`src/rtl/sabana_job_sched_pkg.sv`:
```
// Shared types for the add-kernel job scheduler: FSM state encoding and kernel geometry.
package sabana_sched_pkg;

    localparam logic [2:0] ST_IDLE  = 3'd0;
    localparam logic [2:0] ST_CLEAR = 3'd1;
    localparam logic [2:0] ST_START = 3'd2;
    localparam logic [2:0] ST_RUN   = 3'd3;
    localparam logic [2:0] ST_RESP  = 3'd4;

    typedef enum logic [2:0] {
        IDLE  = ST_IDLE,
        CLEAR = ST_CLEAR,
        START = ST_START,
        RUN   = ST_RUN,
        RESP  = ST_RESP
    } sched_state_t;

    localparam int KERNEL_DEPTH = 64;

endpackage

```
`src/rtl/sabana_job_sched_if.sv`:
```
// Requester and kernel handshake bundle of the job scheduler; slave = scheduler side.
interface sabana_job_sched_if #(
    parameter int NUM_REQ = 2
);
    logic [NUM_REQ-1:0] req;
    logic [NUM_REQ-1:0] gnt;
    logic [NUM_REQ-1:0] done;
    logic               err;
    logic               busy;
    logic               k_reset;
    logic               k_start;
    logic               k_finish;

    modport slave (
        input  req, k_finish,
        output gnt, done, err, busy, k_reset, k_start
    );

    modport master (
        output req, k_finish,
        input  gnt, done, err, busy, k_reset, k_start
    );
endinterface

```
`src/rtl/sabana_job_sched_arb.sv`:
```
// sabana_rr_arb: combinational round-robin picker; first set req bit at or above ptr, with wrap.
module sabana_rr_arb #(
    parameter int  NUM_REQ = 2,
    localparam int IW      = $clog2(NUM_REQ)
) (
    input  logic [NUM_REQ-1:0] req,
    input  logic [IW-1:0]      ptr,
    output logic               valid,
    output logic [IW-1:0]      idx
);
    logic [NUM_REQ-1:0]          rot;
    logic [NUM_REQ-1:0]          first;
    logic [NUM_REQ-1:0][IW-1:0]  cand;
    logic [IW-1:0][NUM_REQ-1:0]  col;

    for (genvar gi = 0; gi < NUM_REQ; gi++) begin : g_slot
        localparam logic [NUM_REQ-1:0] LOWER = NUM_REQ'((1 << gi) - 1);
        logic [IW:0] sum;

        // cand[gi] is the requester sitting gi places after the pointer
        assign sum      = {1'b0, ptr} + (IW+1)'(gi);
        assign cand[gi] = (sum >= (IW+1)'(NUM_REQ)) ? IW'(sum - (IW+1)'(NUM_REQ)) : sum[IW-1:0];
        assign rot[gi]  = req[cand[gi]];
        assign first[gi] = rot[gi] && ((rot & LOWER) == '0);
    end

    for (genvar gi = 0; gi < IW; gi++) begin : g_bit
        for (genvar gj = 0; gj < NUM_REQ; gj++) begin : g_src
            assign col[gi][gj] = first[gj] & cand[gj][gi];
        end
        assign idx[gi] = |col[gi];
    end

    assign valid = |req;

endmodule

```
`src/rtl/sabana_job_sched.sv`:
```
// sabana_job_sched: shares one add kernel among NUM_REQ requesters (clear, start, wait, respond).
// Build option SCHED_TIMEOUT_EN adds a RUN watchdog that ends a stuck job with err=1.
module sabana_job_sched
    import sabana_sched_pkg::*;
#(
    parameter int NUM_REQ    = 2,
    parameter int CLR_CYCLES = 2,
    parameter int TIMEOUT    = 1024
) (
    input logic               clock,
    input logic               reset,
    sabana_job_sched_if.slave bus
);
    localparam int IW = $clog2(NUM_REQ);
    localparam int CW = $clog2(CLR_CYCLES + 1);
    localparam logic [CW-1:0] CLR_LAST = CW'(CLR_CYCLES - 1);

    // Illegal configurations elaborate to an empty marker block.
    if (NUM_REQ < 2 || NUM_REQ > 8 || CLR_CYCLES < 1 || TIMEOUT < 2) begin : g_bad_config
    end

    sched_state_t  state_reg, state_next;
    logic [IW-1:0] owner_reg, owner_next;
    logic [IW-1:0] rr_reg, rr_next;
    logic [CW-1:0] clr_cnt_reg, clr_cnt_next;
    logic          pick_valid;
    logic [IW-1:0] pick_idx;
    logic          timeout_hit;

    sabana_rr_arb #(.NUM_REQ(NUM_REQ)) u_arb (
        .req   (bus.req),
        .ptr   (rr_reg),
        .valid (pick_valid),
        .idx   (pick_idx)
    );

`ifdef SCHED_TIMEOUT_EN
    localparam int RW = $clog2(TIMEOUT);
    localparam logic [RW-1:0] RUN_LAST = RW'(TIMEOUT - 1);

    logic [RW-1:0] run_cnt_reg;
    logic          err_reg;

    assign timeout_hit = (run_cnt_reg == RUN_LAST);

    // err_reg tracks why RUN is being left; it is only looked at in RESP
    always_ff @(posedge clock or negedge reset) begin
        if (!reset) begin
            run_cnt_reg <= '0;
            err_reg     <= 1'b0;
        end else if (state_reg == RUN) begin
            if (!timeout_hit) begin
                run_cnt_reg <= run_cnt_reg + 1'b1;
            end
            err_reg <= timeout_hit && !bus.k_finish;
        end else begin
            run_cnt_reg <= '0;
        end
    end

    assign bus.err = (state_reg == RESP) && err_reg;
`else
    assign timeout_hit = 1'b0;
    assign bus.err     = 1'b0;
`endif

    always_comb begin
        state_next   = state_reg;
        owner_next   = owner_reg;
        rr_next      = rr_reg;
        clr_cnt_next = '0;
        case (state_reg)
            IDLE: begin
                if (pick_valid) begin
                    owner_next = pick_idx;
                    state_next = CLEAR;
                end
            end
            CLEAR: begin
                if (clr_cnt_reg == CLR_LAST) begin
                    state_next = START;
                end else begin
                    clr_cnt_next = clr_cnt_reg + 1'b1;
                end
            end
            START: state_next = RUN;
            RUN: begin
                // finish takes priority over a coincident timeout
                if (bus.k_finish || timeout_hit) begin
                    state_next = RESP;
                end
            end
            RESP: begin
                state_next = IDLE;
                rr_next    = (owner_reg == IW'(NUM_REQ - 1)) ? '0 : owner_reg + 1'b1;
            end
            default: state_next = IDLE;
        endcase
    end

    always_ff @(posedge clock or negedge reset) begin
        if (!reset) begin
            state_reg   <= IDLE;
            owner_reg   <= '0;
            rr_reg      <= '0;
            clr_cnt_reg <= '0;
        end else begin
            state_reg   <= state_next;
            owner_reg   <= owner_next;
            rr_reg      <= rr_next;
            clr_cnt_reg <= clr_cnt_next;
        end
    end

    logic [NUM_REQ-1:0] gnt_vec;
    logic [NUM_REQ-1:0] done_vec;

    for (genvar gi = 0; gi < NUM_REQ; gi++) begin : g_out
        assign gnt_vec[gi]  = (state_reg != IDLE) && (owner_reg == IW'(gi));
        assign done_vec[gi] = (state_reg == RESP) && (owner_reg == IW'(gi));
    end

    assign bus.gnt     = gnt_vec;
    assign bus.done    = done_vec;
    assign bus.busy    = (state_reg != IDLE);
    assign bus.k_reset = (state_reg == IDLE) || (state_reg == CLEAR) || (state_reg == RESP);
    assign bus.k_start = (state_reg == START);

endmodule

```
`src/flat_wrapper.sv`:
```
// flat-port wrapper written by rule: the top's interface ports become plain ports
module sabana_job_sched_flat import sabana_sched_pkg::*;
#(
    parameter int NUM_REQ    = 2,
    parameter int CLR_CYCLES = 2,
    parameter int TIMEOUT    = 1024
)
  (clock, reset, bus_req, bus_k_finish, bus_gnt, bus_done, bus_err, bus_busy, bus_k_reset, bus_k_start);
  sabana_job_sched_if #(.NUM_REQ(NUM_REQ)) bus_i ();
  input logic clock;
  input logic reset;
  input wire logic [$bits(bus_i.req)-1:0] bus_req;
  input wire logic [$bits(bus_i.k_finish)-1:0] bus_k_finish;
  output wire logic [$bits(bus_i.gnt)-1:0] bus_gnt;
  output wire logic [$bits(bus_i.done)-1:0] bus_done;
  output wire logic [$bits(bus_i.err)-1:0] bus_err;
  output wire logic [$bits(bus_i.busy)-1:0] bus_busy;
  output wire logic [$bits(bus_i.k_reset)-1:0] bus_k_reset;
  output wire logic [$bits(bus_i.k_start)-1:0] bus_k_start;
  assign bus_i.req = bus_req;
  assign bus_i.k_finish = bus_k_finish;
  assign bus_gnt = bus_i.gnt;
  assign bus_done = bus_i.done;
  assign bus_err = bus_i.err;
  assign bus_busy = bus_i.busy;
  assign bus_k_reset = bus_i.k_reset;
  assign bus_k_start = bus_i.k_start;
  sabana_job_sched #(.NUM_REQ(NUM_REQ), .CLR_CYCLES(CLR_CYCLES), .TIMEOUT(TIMEOUT)) u_core (.clock(clock), .reset(reset), .bus(bus_i));
endmodule
```
`config.mk`:
```
export PLATFORM = sky130hd
export DESIGN_NAME = sabana_job_sched_flat
export DESIGN_NICKNAME = d
export VERILOG_FILES = /design/src/rtl/sabana_job_sched_pkg.sv /design/src/rtl/sabana_job_sched_if.sv /design/src/rtl/sabana_job_sched_arb.sv /design/src/rtl/sabana_job_sched.sv /design/src/flat_wrapper.sv
export SDC_FILE = /design/constraint.sdc
export NUM_CORES = 1
export LEC_CHECK = 0
export CAP_MARGIN = 0
export CORE_AREA = 10 10 47 49
export CTS_BUF_LIST = sky130_fd_sc_hd__clkbuf_2
export CTS_CLUSTER_SIZE = 14
export DETAILED_ROUTE_END_ITERATION = 8
export DIE_AREA = 0 0 57 59
export GPL_TIMING_DRIVEN = 1
export PLACE_DENSITY = 0.53
export SETUP_SLACK_MARGIN = 0.2
export SYNTH_ARGS = -nofsm -noshare
export SYNTH_HDL_FRONTEND = slang
export SYNTH_SLANG_ARGS = --single-unit
```
`constraint.sdc`:
```
create_clock -name clock -period 1.5 [get_ports clock]
set_clock_uncertainty 0.15 [all_clocks]
set_input_delay 0.15 -clock clock [delete_from_list [all_inputs] [get_ports clock]]
set_output_delay 0.15 -clock clock [all_outputs]
set_load 0.02 [all_outputs]
```
==> reports/qor.yml, run 1 <==
path_cells: "or3b_4 -> nor2_4 -> buf_6"
dpl-instance-area_um2: 587
final_cell_area_um2: 717
synthTopCellsByArea: "dfrtp_1, nor4b_1, nor3_1"
routed-wl-met2_um: 478
drt_wl_total_um: 1020
cp-end-kind: "primary output"
num_vias: 373
p_per_area_mw_per_mm2: 2140
period_share: 1.04
syn-num-nets: 43
timing.setup.tns_ns: -0.155
synth_fa_ha_area_frac: 0
final_layout_size_suffix_gt1_frac: 0.652
cp_max_fo: 2
initial_core_util: 0.264
nets: 72
cts_tree: "yes"
grt_pass1_vias: 386
largest_reg_flops: 3
avgSynthCellArea_um2: 9.75
synth_compound_area_frac: 0.139
die_area_mm2: 0.00336
ir_drop_mv: 0.844
synth_top_area_frac: 0.473
clk_latency_ns: 0.24
layout_common_cells: "buf_4, dfrtp_1, buf_6"
core_mm2: 0.00140
highest_layer: "met4"
cap_viol_max_count: 0
synthSimpleGateAreaFrac: 0.301
critPathMaxStageDelay_ns: 0.42
place_congestion: 0.726
place_hpwl_um: 761
path_delay_family: "simple AND/OR/NAND/NOR gates"
cts_buffers: 3
final_common_cell: "buf_4"
grt_pass1_wl_um: 1640
synth_top_family_by_area: "simple AND/OR/NAND/NOR gates"
met3WireLength_um: 67
rr_worst_depth: 6
grtUsageTotal: 0.0613
rsz0062_at_grt: "yes"
violations: "negative setup slack"
crit_buf_inv: 1
critical_path_required_ns: 1.20
detail-route-antenna-nets: 0
synth-edff-count: 0
h-tree-depth: 1
grt_overflow: 0
cp-start-kind: "register"
synth_xor_area_frac: 0
setup_slack_ns: -0.0619
clock_sinks: 7
antenna_found_initial: 0
finalHoldViolCount: 0
root_buffer: "clkbuf_2"
finalPower_mw: 1.54
worstSetupPathType: "reg -> out"
num_io_pins: 13
yosys.area.top_type: "dfrtp_1"
synth_area_um2: 370
crit_cells: 3
critPathSlowestCell: "or3b_4"
synth_flop_cell: "dfrtp_1"
period_needed_ns: 1.56
syn_inst: 38
clock_tree.buffer_depth: 2
critPathArrivalTime_ns: 1.26
grt_max_degree: 8
setup_viol: 6
route.detailed.drc: 0
io_buffers: 11
drtIter0Drc: 5
p_leak_nw: 0.332
path_clk_slew_ns: 0.08
ys_ff_latch: 7
wl_per_cell_um: 12.4
final_max_slew_viol_count: 0
max_freq_ghz: 0.640
yosysSeqAreaShare: 0.473
chipWidth_um: 57
m1WireLength_um: 454
status: "finished with violations"
async_flop_share: 1.00
dieHeight_um: 59
avgViaCountPerCell: 4.55
syn_to_final_growth_pct: 93.6
diodes: 0
yosysUniqueCellTypes: 22
firstDrtPassIters: 2
ys.warnings.count: 0
row_count: 14
muxShareOfSynthArea: 0
hp-class: "in -> async"
per-layer routing:
metal / vias up / track usage
li1: 188 / -
met1: 172 / 0.0676
met2: 11 / 0.0884
met3: 2 / 0.0279
met4: 0 / 0.0503
met5: - / 0
what timing repair did:
item                                    in CTS  in global routing
setup buffers                                2                  3
endpoints found under the setup margin       9                 12
pin swaps                                    1                  3
hold buffers                                 0                  0
resized for setup                           36                 15
hold endpoints to repair                     0                  0
power by group:
part / internal, mW / switching, mW
Sequential: 0.262 / 0.0708
Combinational: 0.577 / 0.482
Clock: 0.0709 / 0.0728
worst paths after layout:
path                                     start             endpoint  slack (ns)
max in group asynchronous                reset  u_core.state_reg[1]        0.94
setup / recovery           u_core.state_reg[1]          bus_done[1]       -0.06
hold reg to reg                  u_core.rr_reg        u_core.rr_reg        0.35
setup reg to reg           u_core.state_reg[0]     u_core.owner_reg        0.15
hold / removal                           reset     u_core.owner_reg        0.01
min in group clock               u_core.rr_reg        u_core.rr_reg        0.35
synthesized netlist by cell type (2+ instances only):
| library cell | instances |
|---|---|
| nor2_1 | 4 |
| dfrtp_1 | 7 |
| a21oi_1 | 2 |
| nor3_1 | 3 |
| nor4b_1 | 2 |
| inv_1 | 3 |
| buf_2 | 2 |
layout make-up:
class                      count  area [um2]
clock buffer                   4        20.0
fill                         145         684
inverter                       3        11.3
multi-input combinational     25         260
sequential                     7         175
tap                           16        20.0
timing repair buffer          27         230
metrics by stage:
stage	hold slack [ns]	setup slack, ns	utilization	cells
after floorplan	-0.296	0.143	-	38
after global placement	0.290	-0.254	0.419	73
after detailed placement	0.288	-0.266	0.419	73
after CTS	0.0218	-0.0767	0.445	79
after global routing	0.0120	-0.130	0.512	82
final	0.0143	-0.0619	0.512	82
cells by family after synthesis:
logic type / after synthesis
AO/OA/AOI/OAI: 7
other: 1
buffers and inverters: 6
flip-flops: 7
AND/OR/NAND/NOR: 17
Note: power is estimated with default switching activity, not from simulation.
==> inputs of run 2 (changes only) <==
Settings changed: CELL_PAD_IN_SITES_DETAIL_PLACEMENT set to 2, CELL_PAD_IN_SITES_GLOBAL_PLACEMENT set to 2, CORE_AREA 10 10 47 49 to unset, CORE_MARGIN set to 10, CORE_UTILIZATION set to 26, DIE_AREA 0 0 57 59 to unset, HOLD_SLACK_MARGIN set to 0.15, PLACE_DENSITY 0.53 to 0.77.
==> run 2 against run 1 <==
Effect of this change: the run still ends with negative setup slack left; sequential cell count stayed put; worst setup slack worse by 0.11 ns; routed wire length is 78% higher; largest cell class is now buffers; largest power group unchanged; highest routed layer is now met3.
==> reports/qor.yml, run 2 (synthesis gave the netlist of run 1 again) <==
period_share: 1.12
path_cells: "buf_6 -> nor3_4 -> nor2_1 -> buf_4"
setup_viol: 7
finalPower_mw: 1.74
clock_tree.buffer_depth: 2
row_count: 13
p_per_area_mw_per_mm2: 2260
final_layout_size_suffix_gt1_frac: 0.662
grt_pass1_wl_um: 2280
max_freq_ghz: 0.597
largest_reg_flops: 3
num_io_pins: 13
drtIter0Drc: 7
firstDrtPassIters: 5
worstHoldStart: "u_core.rr_reg"
worstSetupPathType: "reg -> out"
drt_wl_total_um: 1810
avgViaCountPerCell: 5.00
grt_pass1_vias: 450
critPathArrivalTime_ns: 1.38
switching_power_uw: 782
cp-end-kind: "primary output"
clk_latency_ns: 0.25
place_hpwl_um: 1030
post-route-util: 0.584
cts_buffers: 3
rr_worst_depth: 6
diodes: 0
p_leak_nw: 0.349
detail-route-antenna-nets: 0
layout_common_cells: "buf_4, buf_6, dfrtp_1"
wl_per_cell_um: 21.8
initial_core_util: 0.281
grt_overflow: 0
final_common_cell: "buf_4"
critical_path_required_ns: 1.20
rr_endpoint: "u_core.owner_reg"
clock_sinks: 7
grt_max_degree: 10
startpoint: "u_core.state_reg[0]"
r2r_setup_slack_ns: 0.02
hold_depth: 1
clock_power_share: 0.090
internal_power_uw: 957
place_congestion: 0.826
antenna_found_initial: 0
cap_viol_max_count: 0
io_buffers: 11
chipWidth_um: 57.7
path_clk_slew_ns: 0.11
status: "finished with violations"
pre_cts_ws_ns: -0.323
core_mm2: 0.00132
critPathMaxStageDelay_ns: 0.45
grtUsageTotal: 0.0878
rsz0062_at_grt: "yes"
p_sw_frac: 0.450
cp_max_fo: 4
critPathSlowestCell: "dfrtp_1"
cp-start-kind: "register"
route.detailed.drc: 0
syn_to_final_growth_pct: 108
period_needed_ns: 1.68
min_to: "u_core.rr_reg"
finalHoldViolCount: 0
fill_cells: 130
setup_slack_ns: -0.175
hp-class: "reg -> reg"
num_vias: 415
ir_drop_mv: 0.929
r2r_start: "u_core.state_reg[0]"
p_comb_frac: 0.709
final_max_slew_viol_count: 0
dieHeight_um: 57.7
violations: "negative setup slack"
nets: 74
root_buffer: "clkbuf_2"
die_area_mm2: 0.00333
cts_tree: "yes"
h-tree-depth: 1
power_frac_seq: 0.201
## run 2: cell count changes in the layout (fill, tap and decap cells not counted), sizes merged
cell         before  now
clkbuf            4    3
clkinv            0    1
dlygate4sd3       0    1
buf              23   24
## run 2: per-stage QoR
step	area [um2]	hold slack, ns	instances	TNS [ns]
finish	769	0.352	83	-0.850
CTS	647	0.348	78	-0.435
detailed placement	578	0.287	71	-1.70
floorplan	398	-0.296	38	0
global placement	578	0.278	71	-1.41
global route	769	0.382	83	-1.38
## run 2: power groups by stage
stage / Combinational [mW] / Sequential [mW] / Clock [mW]
floorplan: 0.437 / 0.324 / 0
global placement: 0.805 / 0.327 / 0
detailed placement: 0.849 / 0.333 / 0
CTS: 0.925 / 0.334 / 0.144
global route: 1.31 / 0.357 / 0.180
finish: 1.23 / 0.349 / 0.156
## run 2: worst max-delay path, delay by kind of cell (launching register included)
kind / cells / cell delay [ns]
buf+inv: 2 / 0.33
flops: 1 / 0.45
simple gates: 2 / 0.33
## run 2: what timing repair did
action,CTS,global route
pin swaps,3,9
hold buffers,1,0
endpoints found under the hold margin,7,0
endpoints found under the setup margin,8,11
resized for setup,43,20
buffers inserted,2,5
## run 2: worst max path at each step
| stage | to | slack, ns | depth (start not counted) |
|---|---|---|---|
| floorplan | bus_done[1] | 0.14 | 3 |
| global placement | bus_done[0] | -0.27 | 3 |
| detailed placement | bus_done[0] | -0.32 | 3 |
| CTS | bus_done[0] | -0.10 | 3 |
| global route | bus_gnt[0] | -0.26 | 4 |
| finish | bus_gnt[0] | -0.18 | 4 |
## run 2: final cells by class
class	instances	area, um2	area share
Sequential cell	7	175	0.228
Clock inverter	1	5.00	0.00650
Tap cell	15	18.8	0.0244
Inverter	3	11.3	0.0146
Multi-Input combinational cell	25	272	0.353
Timing Repair Buffer	29	273	0.354
Clock buffer	3	15.0	0.0195
## run 2: layer usage
| metal | GRT usage | vias up | wire [um] |
|---|---|---|---|
| li1 | - | 190 | - |
| met1 | 0.0979 | 219 | 781 |
| met2 | 0.149 | 6 | 985 |
| met3 | 0.0174 | 0 | 45 |
| met4 | 0.0537 | 0 | 0 |
| met5 | 0 | - | 0 |
==> inputs of run 3 (changes only) <==
Settings changed: ABC_AREA set to 1, CORE_UTILIZATION 26 to 24, PLACE_DENSITY 0.77 to 0.76.
==> run 3 against run 2 <==
Effect of this change: the run now ends clean; sequential power decreased by 4%; die area increased by 10%; sequential share of layout area increased by 1.8 points; sequential cell count unchanged; first-iteration DRC count decreased by 100%; via count increased by 8.0%; critical path depth increased by 1; clock-buffer cell count increased by 1; worst setup slack improved by 0.24 ns; cell count increased by 20%; power decreased by 12%; synthesized cell count increased by 39%.
==> reports/qor.yml, run 3 <==
power_frac_seq: 0.220
initial_core_util: 0.257
r2r_setup_slack_ns: 0.11
num_io_pins: 13
h-tree-depth: 1
yosys.area.top_type: "dfrtp_1"
syn_to_final_growth_pct: 82.3
switching_power_uw: 703
chipWidth_um: 60.7
clock_power_share: 0.093
min_to: "u_core.clr_cnt_reg[0]"
critPathArrivalTime_ns: 1.14
synth_flop_cell: "dfrtp_1"
finalHoldViolCount: 0
synth.most_common_cell: "inv_1"
path_delay_family: "flip-flops"
startpoint: "u_core.state_reg[2]"
synthTopCellsByArea: "dfrtp_1, inv_1, nor2_1"
period_needed_ns: 1.44
cp_max_fo: 3
yosysSeqAreaShare: 0.442
period_share: 0.959
grtUsageTotal: 0.0880
grt_pass1_wl_um: 2390
dpl-instance-area_um2: 579
cp-end-kind: "primary output"
detail-route-antenna-nets: 0
core_mm2: 0.00154
wl_per_cell_um: 15.2
rr_endpoint: "u_core.owner_reg"
status: "finished clean"
avgSynthCellArea_um2: 7.48
hp-class: "reg -> reg"
synth_area_um2: 397
critPathSlowestCell: "dfrtp_2"
dieHeight_um: 60.7
rsz0062_at_grt: "yes"
grt_pass1_vias: 497
p_comb_frac: 0.687
diodes: 0
drtIter0Drc: 0
critical_path_required_ns: 1.20
yosysUniqueCellTypes: 18
firstDrtPassIters: 1
num_vias: 448
crit_buf_inv: 2
drt_wl_total_um: 1520
hold_depth: 1
ys.warnings.count: 0
largest_reg_flops: 3
p_per_area_mw_per_mm2: 2110
io_buffers: 11
cap_viol_max_count: 0
async_flop_share: 1.00
final_layout_size_suffix_gt1_frac: 0.548
r2r_start: "u_core.state_reg[2]"
clock_tree.buffer_depth: 2
synth_top_area_frac: 0.442
grt_max_degree: 8
nets: 90
final_common_cell: "buf_4"
root_buffer: "clkbuf_2"
critPathMaxStageDelay_ns: 0.43
antenna_found_initial: 0
worstHoldStart: "u_core.clr_cnt_reg[0]"
final_cell_area_um2: 723
synthTopCellsByCount: "inv_1, nor2_1, dfrtp_1"
final_max_slew_viol_count: 0
cts_buffers: 3
place_hpwl_um: 1070
post-route-util: 0.469
setup_viol: 0
worstSetupPathType: "reg -> out"
p_leak_nw: 0.378
row_count: 14
layout_common_cells: "buf_4, inv_1, nor2_1"
fill_cells: 178
path_clk_slew_ns: 0.07
cp-start-kind: "register"
syn_inst: 53
path_cells: "nor2_4 -> nand2_2 -> inv_2 -> nor2_1 -> buf_4"
place_congestion: 0.680
ys_ff_latch: 7
ir_drop_mv: 0.739
syn-num-nets: 58
die_area_mm2: 0.00368
rr_worst_depth: 6
p_sw_frac: 0.460
grt_overflow: 0
avgViaCountPerCell: 4.48
internal_power_uw: 826
synth-edff-count: 0
clock_sinks: 7
cts_tree: "yes"
max_freq_ghz: 0.695
clk_latency_ns: 0.24
route.detailed.drc: 0
[run 3: how the worst max path moves through the flow]
stage                   to  slack [ns]  cells past startpoint
2_1_floorplan   bus_gnt[0]        0.20                      4
3_3_place_gp   bus_done[1]       -0.14                      4
3_5_place_dp   bus_done[1]       -0.18                      4
4_1_cts         bus_gnt[0]        0.04                      5
5_1_grt         bus_gnt[0]       -0.02                      5
6_report        bus_gnt[0]        0.06                      5
[run 3: logic make-up after synthesis]
kind of cell	synth area share
simple gates	0.303
compound gates	0.104
buf+inv	0.142
other cells	0.00945
flops	0.442
[run 3: metal layers]
layer  vias to the layer above  global-route usage  share of wire
met1                       215              0.0938           0.40
met3                         3              0.0271          0.049
met4                         0              0.0470          0.020
met5                         -                   0              0
li1                        220                   -              -
met2                        10               0.151           0.53
[run 3: repair_timing]
| action | 4_1_cts | 5_1_grt |
|---|---|---|
| hold endpoints to repair | 7 | 0 |
| endpoints found under the setup margin | 9 | 13 |
| gates resized for setup | 46 | 10 |
| pin swaps | 6 | 0 |
| buffers inserted | 6 | 2 |
| hold buffers | 1 | 0 |
[run 3: power groups by stage]
stage,combinational (mW),clock [mW],sequential [mW]
2_1_floorplan,0.407,0,0.332
3_5_place_dp,0.809,0,0.336
5_1_grt,1.14,0.169,0.346
3_3_place_gp,0.788,0,0.327
4_1_cts,0.982,0.152,0.333
6_report,1.05,0.142,0.336
[run 3: final cells by class]
type	instances	area, um2	area share
repair buffers	28	235	0.325
multi-input cells	32	219	0.303
flip-flops and latches	7	178	0.246
inverters	13	51.3	0.0709
clock buffers	4	20.0	0.0277
well taps	16	20.0	0.0277
[run 3: stage by stage]
step                setup TNS [ns]  total power, mW  hold slack [ns]  instances  setup slack (ns)
finish                           0             1.53            0.316        100            0.0612
global placement            -0.666             1.11            0.280         87            -0.144
floorplan                        0            0.739           -0.296         53             0.199
global route               -0.0463             1.66            0.361        100           -0.0185
CTS                              0             1.47            0.303         98            0.0417
detailed placement          -0.859             1.14            0.284         87            -0.179
